**config.mk**
```make
export PLATFORM = sky130hd
export DESIGN_NAME = ripple_cnt_sampler
export DESIGN_NICKNAME = d
export VERILOG_FILES = /design/src/rtl/ripple_cnt_sampler.sv
export SDC_FILE = /design/constraint.sdc
export NUM_CORES = 1
export LEC_CHECK = 0
export BUFFER_PORTS_ARGS = -buffer_cell sky130_fd_sc_hd__buf_2
export CAP_MARGIN = 20
export CORE_MARGIN = 4
export CORE_UTILIZATION = 55
export DETAILED_ROUTE_END_ITERATION = 7
export GPL_TIMING_DRIVEN = 0
export HOLD_SLACK_MARGIN = 0.12
export PLACE_DENSITY_LB_ADDON = 0.15
export RECOVER_POWER = 25
export SLEW_MARGIN = 40
export SYNTH_ARGS = -nofsm -noshare
export SYNTH_HDL_FRONTEND = slang
export SYNTH_SLANG_ARGS = --single-unit
```
**constraint.sdc**
```tcl
create_clock -name clk -period 6 [get_ports clk]
set_input_delay 0.3 -clock clk [delete_from_list [all_inputs] [get_ports clk]]
set_output_delay 0.3 -clock clk [all_outputs]
set_load 0.02 [all_outputs]
```
**src/rtl/ripple_cnt_sampler.sv**
```systemverilog
// Samples an asynchronous 4-bit ripple counter into the clk domain, filters
// ripple transients and reports increments, skipped counts and wraps.
module ripple_cnt_sampler #(
  parameter int STABLE_CYC = 2,
  parameter int EXT_W      = 4
) (
  input  logic             clk,
  input  logic             rst,
  input  logic [3:0]       cnt_in,
  input  logic             en,
  input  logic [3:0]       match_val,
  output logic [3:0]       cnt_sync,
  output logic             cnt_valid,
  output logic [EXT_W-1:0] ext_cnt,
  output logic             wrap_pulse,
  output logic             match_pulse,
  output logic             err_skip
);

  typedef enum logic [1:0] {INIT, TRACK, HOLD} state_t;

  localparam logic [3:0] STABLE_MAX = 4'(STABLE_CYC);

  state_t           state, state_n;
  logic [3:0]       s1, s2, s2_d;
  logic [3:0]       stable_cnt;
  logic [3:0]       sync_n;
  logic [EXT_W-1:0] ext_n;
  logic             valid_n, wrap_n, match_n, skip_n;
  logic             accept;
  logic [3:0]       delta;

  // Synchroniser and stability filter run regardless of the tracking state.
  // NOTE: sequential state uses non-blocking assignments so every register
  // samples pre-edge values, which is what makes s1->s2->s2_d a shift chain.
  always_ff @(posedge clk or negedge rst) begin
    if (!rst) begin
      s1         <= '0;
      s2         <= '0;
      s2_d       <= '0;
      stable_cnt <= '0;
    end else begin
      s1   <= cnt_in;
      s2   <= s1;
      s2_d <= s2;
      if (s2 == s2_d)
        stable_cnt <= (stable_cnt >= STABLE_MAX) ? STABLE_MAX : stable_cnt + 4'd1;
      else
        stable_cnt <= '0;
    end
  end

  assign accept = (stable_cnt == STABLE_MAX) && (state == INIT || s2_d != cnt_sync) && en;
  assign delta  = s2_d - cnt_sync;

  always_ff @(posedge clk or negedge rst) begin
    if (!rst) begin
      state       <= INIT;
      cnt_sync    <= '0;
      cnt_valid   <= 1'b0;
      ext_cnt     <= '0;
      wrap_pulse  <= 1'b0;
      match_pulse <= 1'b0;
      err_skip    <= 1'b0;
    end else begin
      state       <= state_n;
      cnt_sync    <= sync_n;
      cnt_valid   <= valid_n;
      ext_cnt     <= ext_n;
      wrap_pulse  <= wrap_n;
      match_pulse <= match_n;
      err_skip    <= skip_n;
    end
  end

  // NOTE: every output of this block gets a default first, so no path can
  // leave a variable unassigned and infer a latch.
  always_comb begin
    state_n = state;
    sync_n  = cnt_sync;
    valid_n = cnt_valid;
    ext_n   = ext_cnt;
    wrap_n  = 1'b0;
    match_n = 1'b0;
    skip_n  = 1'b0;

    if (!en) begin
      state_n = HOLD;
      valid_n = 1'b0;
    end else begin
      case (state)
        INIT: begin
          if (accept) begin
            sync_n  = s2_d;
            valid_n = 1'b1;
            state_n = TRACK;
          end
        end
        TRACK: begin
          if (accept) begin
            sync_n  = s2_d;
            match_n = (s2_d == match_val);
            // A skip that lands below the old value must have crossed zero.
            if (delta == 4'd1) begin
              wrap_n = (cnt_sync == 4'hF);
            end else begin
              skip_n = 1'b1;
              wrap_n = (s2_d < cnt_sync);
            end
            if (wrap_n)
              ext_n = ext_cnt + EXT_W'(1);
          end
        end
        HOLD: begin
          valid_n = 1'b0;
          state_n = INIT;
        end
        default: state_n = INIT;
      endcase
    end
  end

endmodule

```
==> qor.csv <==
metric,value,unit
r2r_slack,3.45,ns
finalHoldViolCount,0,
die_area,3251,sq um
io_pins,23,
dieHeight,57.02,um
end_kind,flip-flop,
final_core_util,0.6948,
grt_start_max_net_pins,31,
yosysWarnings,0,
root_buffer,clkbuf_4,
die_x,57.02,um
syn_area_per_cell,12.46,sq um
port_buffers,22,
first_pass_iters,4,
area_growth,18.56,%
synthDistinctLibCells,30,
design_area,1567,sq um
fin_worst_skew,0.007417,ns
clockBufferDepth,2,
overflow,0,
cts_sinks,30,
drcViolationCount,0,
synth-seq-cells,30,
rsz0062_at_grt,no,
max_freq,391.9,MHz
p_per_area,265.9,nW/um^2
worst_path_max_delay_cell,fa_1,
netlist_area,1321,sq um
grt_pass1_vias,864,
cp-start-kind,flip-flop,
synth_edf_count,0,
vias,861,
layout_common_cells,"dfrtp_1 (30), buf_2 (21), inv_1 (11), xnor2_1 (11), ha_1 (7)",
syn_inst,106,
drt_wl_total,2121,um
dpl.hpwl,1647,um
status,finished clean,
peakVddDrop,225.4,uV
layout_min_cycle_time,2.552,ns
post_cts_resized,0,
worstMarginPinSlew,1.484,ns
routedWlPerCell,12.70,um
antenna_found_initial,0,
avgViaCountPerCell,5.156,
cts_tree,done,
path_clk_slew,0.08,ns
path_class,reg -> reg,
hold_class,in -> reg,
final.setup.tns,0,ns
setup_viol_count_final,0,
worstPathCellList,inv_1 > ha_1 > fa_1 > nor3b_1 > nand2_1 > mux2i_4 > mux2i_2 > mux2_4,
maxSlewHeadroom,0.01051,
clock_latency,0.31,ns
synth_nets,125,
synth_flop_cell,dfrtp_1,
path_buf_inv,1,
cts_hold_buf,5,
start_util,0.5860,
drt_iter0_markers,10,
h-tree-depth,2,
coreArea,2255,sq um
cpPeakStageDelay,0.51,ns
nets,159,
final_common_cell,dfrtp_1,
leakagePower,0.7709,nW
grt_pass1_wl,3684,um
drive_gt1_frac,0.2446,
cp_top_family,multiplexers,
place_area,1466,sq um
cts_setup_buffers,0,
maxCapViolCount,0,
holdWs,0.1537,ns
antenna_left,0,
crit_arrival,2.74,ns
async_flop_share,1.000,
place.gp.congestion,0.8082,
crit_required,6.19,ns
cts_inserted_buffers,5,
grtUsageTotal,0.1472,
n_antenna_cell,0,
crit_fanout,4,
yosysSeqAreaShare,0.5682,
rows,17,
period_share,0.4253,
slew_viol_final,0,
-- where the power goes --
group / total (mW) / switching, mW / leakage [nW] / internal [mW]
clock network: 0.111 / 0.0583 / 0.0302 / 0.0527
logic: 0.0829 / 0.0468 / 0.367 / 0.0361
registers: 0.223 / 0.00975 / 0.374 / 0.213
-- through the flow --
stage          instances  power, mW  worst slack [ns]
2_1_floorplan        106     0.2826             3.554
3_3_place_gp         156     0.3021             3.512
3_5_place_dp         156     0.3074             3.473
4_1_cts              167     0.4221             3.444
5_1_grt              167     0.4409             3.281
6_report             167     0.4165             3.448
-- synthesized netlist by cell type, types with 2 or more instances --
cell	number	area, sq um
o21a_1	2	15.01
nand4_1	5	31.28
xnor2_1	11	96.34
dfrtp_1	30	750.7
nor4_1	3	18.77
and3_1	2	12.51
nor2b_1	2	12.51
inv_1	11	41.29
nor3_1	2	10.01
mux2i_1	2	20.02
o21ai_0	3	15.01
ha_1	7	87.58
nand2_1	5	18.77
a21oi_1	3	15.01
nor2_1	3	11.26
-- layout make-up --
type / count / area [sq um]
clock buffers: 6 / 51.30
fillers: 171 / 688.2
inverters: 11 / 41.29
multi-input cells: 65 / 529.3
flip-flops and latches: 30 / 750.7
well taps: 28 / 35.03
repair buffers: 27 / 158.9
-- state kept, by name, indices dropped and copies added (netlist names) --
name	count
ext_cnt	4
s2	4
cnt_sync	4
stable_cnt	4
cnt_valid	1
match_pulse	1
s1	4
wrap_pulse	1
s2_d	4
err_skip	1
state	2
-- path summary, 6_finish.rpt --
check	end	cells past startpoint	from
max	ext_cnt[1]	8	s2_d[0]
min	state[1]	2	en
max reg2reg	ext_cnt[1]	8	s2_d[0]
min reg2reg	s2[1]	0	s1[1]
max in group asynchronous	s2[1]	2	rst
min in group asynchronous	ext_cnt[3]	2	rst
-- worst register-to-register path, delay by kind of cell, from the launching register on --
kind | cells | cell delay, ns
and+or+nand+nor | 2 | 0.32
adders and majority gates | 2 | 0.73
DFF | 1 | 0.41
muxes | 3 | 0.92
buffers and inverters | 1 | 0.06
-- per-layer routing --
metal / GRT usage / wire length [um]
met1: 0.1709 / 890
met2: 0.2561 / 1090
met5: 0 / 0
met3: 0.04751 / 119
met4: 0.04967 / 21
-- cell families after synthesis --
kind of cell	synth area share
AOI/OAI and AO/OA	0.05397
xor gates and xnor gates	0.07954
adders and majority gates	0.08144
buffers and inverters	0.03125
DFF	0.5682
muxes	0.06249
other	0.002838
and+or+nand+nor	0.1203
Power figures use the tool's default switching activity.
